$ cat src/rtl/pb_event_decoder.sv
// Debounces the active-low button and classifies gestures as short, long or double presses.
// Latency: pressed/held DEBOUNCE_CYC+2 cycles after PB settles. Backpressure: none, every output is a registered pulse or level.
module pb_event_decoder #(
    parameter int CNT_W        = 24,
    parameter int DEBOUNCE_CYC = 50000,
    parameter int LONG_CYC     = 10000000,
    parameter int DBL_GAP_CYC  = 12500000
) (
    input  logic clk,
    input  logic rst_n,
    input  logic PB,
    output logic held,
    output logic pressed,
    output logic released,
    output logic short_press,
    output logic long_press,
    output logic double_press
);

    localparam logic [CNT_W-1:0] DEB_LAST  = CNT_W'(DEBOUNCE_CYC - 1);
    localparam logic [CNT_W-1:0] HOLD_LAST = CNT_W'(LONG_CYC - 1);
    localparam logic [CNT_W-1:0] GAP_LAST  = CNT_W'(DBL_GAP_CYC - 1);

    typedef enum logic [2:0] {
        IDLE,
        HELD,
        LONG_HELD,
        WAIT_2ND,
        HELD2
    } state_t;

    state_t            state;
    logic              sync1;
    logic              sync;
    logic              db;
    logic              db_q;
    logic              db_fall;
    logic              db_rise;
    logic [CNT_W-1:0]  deb_cnt;
    logic [CNT_W-1:0]  hold_cnt;
    logic [CNT_W-1:0]  gap_cnt;

    always_ff @(posedge clk or negedge rst_n) begin
        if (!rst_n) begin
            sync1 <= 1'b1;
            sync  <= 1'b1;
        end else begin
            sync1 <= PB;
            sync  <= sync1;
        end
    end

    // Any agreeing cycle restarts the count, so a bounce never accumulates.
    always_ff @(posedge clk or negedge rst_n) begin
        if (!rst_n) begin
            db      <= 1'b1;
            deb_cnt <= '0;
        end else if (sync != db) begin
            if (deb_cnt == DEB_LAST) begin
                db      <= sync;
                deb_cnt <= '0;
            end else begin
                deb_cnt <= deb_cnt + CNT_W'(1);
            end
        end else begin
            deb_cnt <= '0;
        end
    end

    assign db_fall = db_q & ~db;
    assign db_rise = ~db_q & db;

    always_ff @(posedge clk or negedge rst_n) begin
        if (!rst_n) begin
            db_q     <= 1'b1;
            held     <= 1'b0;
            pressed  <= 1'b0;
            released <= 1'b0;
        end else begin
            db_q     <= db;
            held     <= ~db;
            pressed  <= db_fall;
            released <= db_rise;
        end
    end

    // Gesture tracker advances on the same edge that raises pressed/released.
    always_ff @(posedge clk or negedge rst_n) begin
        if (!rst_n) begin
            state        <= IDLE;
            hold_cnt     <= '0;
            gap_cnt      <= '0;
            short_press  <= 1'b0;
            long_press   <= 1'b0;
            double_press <= 1'b0;
        end else begin
            short_press  <= 1'b0;
            long_press   <= 1'b0;
            double_press <= 1'b0;
            case (state)
                IDLE: begin
                    if (db_fall) begin
                        state    <= HELD;
                        hold_cnt <= '0;
                    end
                end
                HELD: begin
                    if (db_rise) begin
                        state   <= WAIT_2ND;
                        gap_cnt <= '0;
                    end else if (hold_cnt == HOLD_LAST) begin
                        long_press <= 1'b1;
                        state      <= LONG_HELD;
                    end else begin
                        hold_cnt <= hold_cnt + CNT_W'(1);
                    end
                end
                LONG_HELD: begin
                    if (db_rise) begin
                        state <= IDLE;
                    end
                end
                WAIT_2ND: begin
                    // A press landing on the expiry cycle still counts as a double.
                    if (db_fall) begin
                        double_press <= 1'b1;
                        state        <= HELD2;
                    end else if (gap_cnt == GAP_LAST) begin
                        short_press <= 1'b1;
                        state       <= IDLE;
                    end else begin
                        gap_cnt <= gap_cnt + CNT_W'(1);
                    end
                end
                HELD2: begin
                    if (db_rise) begin
                        state <= IDLE;
                    end
                end
                default: state <= IDLE;
            endcase
        end
    end

endmodule

$ cat config.mk
export PLATFORM = sky130hd
export DESIGN_NAME = pb_event_decoder
export DESIGN_NICKNAME = d
export VERILOG_FILES = /design/src/rtl/pb_event_decoder.sv
export SDC_FILE = /design/constraint.sdc
export NUM_CORES = 1
export LEC_CHECK = 0
export ABC_AREA = 1
export CAP_MARGIN = 20
export CORE_MARGIN = 2
export CORE_UTILIZATION = 50
export CTS_BUF_LIST = sky130_fd_sc_hd__clkbuf_4 sky130_fd_sc_hd__clkbuf_8
export CTS_CLUSTER_DIAMETER = 60
export DETAILED_ROUTE_END_ITERATION = 10
export PLACE_DENSITY = 0.66
export REMOVE_ABC_BUFFERS = 1
export SLEW_MARGIN = 20
export SYNTH_ARGS = -nofsm -noshare
export SYNTH_HDL_FRONTEND = slang
export SYNTH_SLANG_ARGS = --single-unit
export TNS_END_PERCENT = 30
$ cat constraint.sdc
create_clock -name clk -period 2.36 [get_ports clk]
set_clock_uncertainty 0.05 [all_clocks]
set_input_delay 0.472 -clock clk [delete_from_list [all_inputs] [get_ports clk]]
set_output_delay 0.472 -clock clk [all_outputs]
set_load 0.005 [all_outputs]
==> flow_metrics.py, run 1 <==
metrics = {
    "finish": {
        "diodes": 0,
        "finalInstanceArea_sq_mm": 0.005645,
        "syn_to_final_growth_pct": 9.091,
        "drive_gt1_share_pct": 4.798,
        "nNetsFinal": 793,
    },
    "worst_setup_path": {
        "crit_buf_inv": 1,
        "endpoint_kind": "flop",
        "crit_path_start_kind": "flop",
        "r2r_setup_slack_ns": 0.38,
        "path_cells": "ha_1 -> nand2_1 -> nor2_1 -> inv_1 -> nor2_1 -> nand3_1 -> nand2_1 -> nor2_1",
        "critical_path.top_delay_family": "simple AND/OR/NAND/NOR gates",
        "critPathArrivalTime_ns": 2.20,
        "cp_slowest_cell": "dfrtp_1",
        "critPathMaxFanout": 7,
        "cpMostUsedCell": "nor2_1",
        "cp.required_ns": 2.58,
        "critical_path_class": "flop to flop",
        "cpPeakStageDelay_ns": 0.47,
    },
    "clock_tree": {
        "numCtsBuffers": 9,
        "cts_tree": "built",
        "post_cts_resized": 0,
        "clk_latency_ns": 0.38,
        "clk_pin_slew_worst_paths_ns": 0.09,
        "ctsRootBufferMaster": "clkbuf_8",
        "h-tree-depth": 3,
        "cts_sinks": 85,
        "clock_path_buffers": 2,
    },
    "detailed_routing": {
        "vias": 4682,
        "drc": 0,
        "wl_um": 11840,
        "viasPerCell": 5.045,
        "detail-route-antenna-nets": 0,
        "drt_iter0_markers": 228,
        "drt-pass1-iter-count": 5,
        "wire_per_inst_um": 12.76,
    },
    "sta": {
        "rsz0062_at_grt": "false",
        "setup_violations": 0,
        "period_share_pct": 83.82,
        "fmax_mhz": 505.5,
        "fin_hold_ws_ns": 0.3260,
        "slew_headroom_pct": 63.59,
        "tightest_slew_ns": 0.5420,
        "tns_ns": 0,
        "drv_slew": 0,
        "hold_viol": 0,
        "period_minus_slack_ns": 1.978,
    },
    "yosys": {
        "synth-seq-cells": 85,
        "ys.warnings.count": 0,
        "synth-seq-area-share_pct": 41.20,
        "syn_area_per_cell_sq_um": 6.721,
        "synth_cell_types": 29,
        "synthesis.area_sq_mm": 0.005175,
        "synth_cells": 770,
    },
    "global_route": {
        "grt_usage_pct": 23.10,
        "grt_max_degree": 35,
        "antenna_found_initial": 0,
        "gr-total-overflow": 0,
        "grt_pass1_vias": 4608,
        "grt_pass1_wl_um": 20610,
    },
    "run_status": {
        "status": "complete, no violations",
    },
    "floorplanning": {
        "rows": 37,
        "dieArea_sq_mm": 0.01118,
        "ios": 9,
        "start_util_pct": 50.81,
        "coreArea_sq_mm": 0.01018,
        "die_h_um": 105.7,
        "chipWidth_um": 105.7,
    },
    "min_path": {
        "min_path_type": "flop to flop",
    },
    "pwr": {
        "power.density_mw_per_mm2": 460.2,
        "ir_worst_vdd_uv": 348.6,
        "p_leak_nw": 2.380,
    },
    "placement": {
        "dp_hpwl_um": 8958,
        "io_buffers": 8,
        "place_congestion": 0.9747,
        "dpl_cell_area_sq_mm": 0.005433,
    },
    "job": {
        "maxCapViolations": 0,
    },
}
[repair_timing]
item,CTS,global route
setup endpoints to repair,0,0
hold endpoints to repair,8,0
hold buffers,1,0
buffers inserted,0,0
[path summary, 6_finish.rpt]
check                                           from               endpoint  depth (start not counted)
worst max-delay path            deb_cnt[0]$_DFF_PN0_   deb_cnt[1]$_DFF_PN0_                          8
worst min-delay path                 sync1$_DFF_PN1_         sync$_DFF_PN1_                          0
worst max register to register  deb_cnt[0]$_DFF_PN0_   deb_cnt[1]$_DFF_PN0_                          8
worst min register to register       sync1$_DFF_PN1_         sync$_DFF_PN1_                          0
max in group asynchronous                      rst_n         sync$_DFF_PN1_                          3
min in group asynchronous                      rst_n  deb_cnt[17]$_DFF_PN0_                          2
[flip-flops by register name (all words and copies together), names as in the netlist]
name and count:
short_press 1, sync 1, pressed 1, deb_cnt 24
released 1, gap_cnt 24, double_press 1, db 1
long_press 1, state 3, db_q 1, hold_cnt 24
held 1, sync1 1
[logic make-up (layout without fill, tap and decap cells)]
group	Yosys count	after routing	synth area share, %
buf+inv	81	103	6.286
fa+ha+maj	3	3	0.7254
flops	85	85	41.20
compound gates	36	36	3.699
simple gates	525	525	41.32
xor+xnor	40	40	6.770
[synth_stat cells (all sizes together)]
library cell  instances  share of area, %
xor2                 32               5.4
clkbuf                3              0.22
nor2                159                12
xnor2                 8               1.4
a31oi                 2              0.24
clkinv                2              0.15
a21oi                 4              0.46
buf                   8              0.99
ha                    3              0.73
nand2               268                20
nor3b                 1              0.15
inv                  68               4.9
nand4                11               1.3
or2                   1              0.12
o21bai                1              0.15
a21boi                1              0.15
nand3b                1              0.15
o21ai                28               2.7
dfstp                 4               2.0
and2                  2              0.24
dfrtp                81                39
nor3                 14               1.4
nand3                68               6.8
[metal layers]
| metal | up-vias | global-route usage, % | share of wire [%] |
|---|---|---|---|
| met5 | - | 0 | 0 |
| met4 | 0 | 7.237 | 1.7 |
| met3 | 21 | 6.679 | 4.9 |
| met2 | 91 | 37.05 | 46 |
| met1 | 2132 | 30.29 | 48 |
| li1 | 2438 | - | - |
[power breakdown]
part | switching, mW | total, mW | internal, mW
clock network | 0.566 | 1.08 | 0.510
registers | 0.00619 | 1.47 | 1.46
logic | 0.0406 | 0.0544 | 0.0138
total | 0.612 | 2.60 | 1.99
[metrics by stage]
step | utilization (%) | std cells | power [mW] | setup slack [ns]
4_1_cts | 55.43 | 928 | 2.642 | 0.3887
5_1_grt | 55.43 | 928 | 2.705 | 0.1225
3_5_place_dp | 53.34 | 911 | 1.554 | 0.4056
2_1_floorplan | - | 759 | 1.509 | 0.3299
6_report | 55.43 | 928 | 2.598 | 0.3818
3_3_place_gp | 53.34 | 911 | 1.551 | 0.4722
[final cells by class]
type | instances | area, sq um
multi-input combinational | 604 | 2718
clock buffer | 10 | 131.4
inverter | 70 | 262.8
clock inverter | 6 | 71.32
timing repair buffer | 17 | 160.2
fill | 1010 | 4539
tap | 136 | 170.2
sequential | 85 | 2132
[layout by cell type (no fill, tap or decap), types with 3 or more instances in the layout]
cell,count
nand2_1,265
nor2_1,157
dfrtp_1,81
inv_1,68
nand3_1,66
xor2_1,32
o21ai_0,28
nor3_1,14
nand4_1,11
clkbuf_8,9
xnor2_1,8
buf_4,8
clkdlybuf4s50_1,7
dfstp_2,4
nand2_2,3
a21oi_1,3
ha_1,3
(Power assumes the default switching activity.)
==> run 2: changes to the inputs <==
--- a/config.mk
+++ b/config.mk
@@ -12,7 +12,7 @@
 export CTS_BUF_LIST = sky130_fd_sc_hd__clkbuf_4 sky130_fd_sc_hd__clkbuf_8
 export CTS_CLUSTER_DIAMETER = 60
 export DETAILED_ROUTE_END_ITERATION = 10
-export PLACE_DENSITY = 0.66
+export PLACE_DENSITY = 0.69
 export REMOVE_ABC_BUFFERS = 1
 export SLEW_MARGIN = 20
 export SYNTH_ARGS = -nofsm -noshare
==> constraint.sdc (replaced) <==
create_clock -name clk -period 1.6 [get_ports clk]
set_clock_uncertainty 0.05 [all_clocks]
set_input_delay 0.32 -clock clk [delete_from_list [all_inputs] [get_ports clk]]
set_output_delay 0.32 -clock clk [all_outputs]
set_load 0.005 [all_outputs]
==> run 2 against run 1 <==
Against the previous run:
- power up 45%
- via count grew 12%
- clock power grew 38%
- non-clock buffer count is 77 higher
==> flow_metrics.py, run 2 (synthesis gave the netlist of run 1 again) <==
metrics = {
    "clock_tree": {
        "clk_latency_ns": 0.38,
        "clock_path_buffers": 2,
        "cts_tree": "built",
        "clk_pin_slew_worst_paths_ns": 0.10,
        "ctsRootBufferMaster": "clkbuf_8",
        "numCtsBuffers": 9,
        "cts_sinks": 85,
        "h-tree-depth": 3,
    },
    "pwr": {
        "p_int_mw": 2.833,
        "ir_worst_vdd_uv": 449.2,
        "seq_power_share_pct": 57.6,
        "clockPowerShare_pct": 39.7,
        "switching_share_pct": 24.62,
        "power.density_mw_per_mm2": 567.1,
        "power_frac_comb_pct": 2.7,
        "power.switching_uw": 925.2,
        "p_leak_nw": 2.877,
    },
    "finish": {
        "reg_top3": "deb_cnt (24), gap_cnt (24), hold_cnt (24)",
        "layout_common_cells": "nand2_1 (253), nor2_1 (122), buf_4 (76), dfrtp_1 (74), inv_1 (64)",
        "finalInstanceArea_sq_mm": 0.006628,
        "instances_no_fill": 1006,
        "syn_to_final_growth_pct": 28.07,
        "drive_gt1_share_pct": 22.30,
        "nNetsFinal": 871,
        "diodes": 0,
        "layout_commonest_cell": "nand2_1",
        "finish.utilization_pct": 65.07,
        "fillers": 894,
    },
    "sta": {
        "period_minus_slack_ns": 1.572,
        "period_share_pct": 98.23,
        "fin_hold_ws_ns": 0.2924,
        "rsz0062_at_grt": "true",
        "fmax_mhz": 636.3,
        "drv_slew": 0,
        "slew_headroom_pct": 71.94,
        "tightest_slew_ns": 0.4209,
        "setup_violations": 0,
        "hold_viol": 0,
    },
    "detailed_routing": {
        "detail-route-antenna-nets": 0,
        "wl_um": 13520,
        "vias": 5224,
        "viasPerCell": 5.193,
        "drt-pass1-iter-count": 5,
        "drc": 0,
        "wire_per_inst_um": 13.44,
        "drt_iter0_markers": 341,
    },
    "placement": {
        "dp_hpwl_um": 9623,
        "place_congestion": 0.9205,
        "dp_cells": 976,
        "dpl_cell_area_sq_mm": 0.005933,
        "io_buffers": 8,
    },
    "floorplanning": {
        "chipWidth_um": 105.7,
        "ios": 9,
        "die_h_um": 105.7,
        "rows": 37,
        "coreArea_sq_mm": 0.01018,
        "start_util_pct": 50.81,
        "dieArea_sq_mm": 0.01118,
    },
    "worst_setup_path": {
        "cp_slowest_cell": "dfrtp_1",
        "reg2reg_depth": 9,
        "cp.depth": 9,
        "crit_path_start_kind": "flop",
        "critical_path_class": "flop to flop",
        "critPathArrivalTime_ns": 1.80,
        "critPathMaxFanout": 8,
        "path_cells": "buf_4 -> nor2_1 -> inv_1 -> o21ai_2 -> nor2_4 -> nand2_4 -> nand2_2 -> nand2_1 -> nand2_1",
        "cpMostUsedCell": "nand2_1",
        "crit_start": "state[0]$_DFFE_PN0P_",
        "cpPeakStageDelay_ns": 0.40,
        "critical_path.top_delay_family": "simple AND/OR/NAND/NOR gates",
        "worstReg2RegStart": "state[0]$_DFFE_PN0P_",
        "crit_buf_inv": 2,
        "endpoint_kind": "flop",
        "cp.required_ns": 1.83,
    },
    "min_path": {
        "hp-start": "PB",
        "hold_depth": 1,
        "min_path_type": "primary input to flop",
    },
    "global_route": {
        "grt_max_degree": 38,
        "grt_pass1_wl_um": 22470,
        "grt_usage_pct": 24.94,
        "gr-total-overflow": 0,
        "antenna_found_initial": 0,
        "grt_pass1_vias": 4829,
    },
    "job": {
        "maxCapViolations": 0,
    },
    "run_status": {
        "status": "complete, no violations",
    },
}
run 2: changes by cell type in the layout (fill, tap and decap cells not counted), moves of 8 or more:
cell / before / now
buf_4: 8 / 76
nor2_1: 157 / 122
nor2_2: 2 / 22
o21ai_0: 28 / 12
nor2_4: 0 / 15
nand2_1: 265 / 253
o21ai_1: 0 / 12
nand2_2: 3 / 11
run 2: per-stage QoR:
stage / setup slack (ns) / power [mW] / TNS, ns
final: 0.02830 / 3.758 / 0
after detailed placement: -0.1270 / 2.307 / -2.229
after global routing: -0.06922 / 3.908 / -0.6839
after global placement: -0.03955 / 2.305 / -0.4239
after floorplan: -0.4301 / 2.225 / -11.60
after CTS: 0.0005583 / 3.789 / 0
run 2: final cells by class:
type	instances	area, sq um	share of cell area, %
multi-input combinational	605	3062	46.20
inverter	70	267.8	4.040
clock buffer	11	145.1	2.190
clock inverter	5	43.79	0.6608
tap	136	170.2	2.567
timing repair buffer	94	798.3	12.04
sequential	85	2141	32.30
run 2: path summary, 6_finish.rpt:
kind	end	slack (ns)
setup / recovery	hold_cnt[11]$_DFFE_PN0P_	0.03
hold / removal	sync1$_DFF_PN1_	0.29
setup reg to reg	hold_cnt[11]$_DFFE_PN0P_	0.03
hold reg to reg	sync$_DFF_PN1_	0.32
max in group asynchronous	hold_cnt[7]$_DFFE_PN0P_	0.58
min in group asynchronous	deb_cnt[5]$_DFF_PN0_	0.36
run 2: layer usage:
metal,up-vias,track usage [%],share of wire [%]
li1,2606,-,-
met1,2453,35.19,47
met2,142,39.22,46
met3,23,4.515,4.9
met4,0,7.613,1.8
met5,-,0,0
run 2: timing repair:
action | in CTS | in global routing
hold buffers | 1 | 0
gates resized for setup | 19 | 116
buffers inserted | 1 | 8
setup endpoints to repair | 52 | 68
pin swaps | 2 | 18
hold endpoints to repair | 24 | 0
gates cloned | 2 | 2
run 2: power by group through the flow:
stage                     combinational, mW  sequential, mW  clock (mW)
after detailed placement              0.102            2.21           0
after floorplan                      0.0187            2.21           0
after CTS                             0.104            2.16        1.52
final                                 0.101            2.16        1.49
after global routing                  0.119            2.17        1.62
after global placement                0.101            2.20           0
==> run 3: changes to the inputs <==
--- a/config.mk
+++ b/config.mk
@@ -6,6 +6,7 @@
 export NUM_CORES = 1
 export LEC_CHECK = 0
 export ABC_AREA = 1
+export ABC_CLOCK_PERIOD_IN_PS = 1600
 export CAP_MARGIN = 20
 export CORE_MARGIN = 2
 export CORE_UTILIZATION = 50
==> results of run 3 <==
Same layout as run 2: the final DEF is identical, and so are final timing and power.
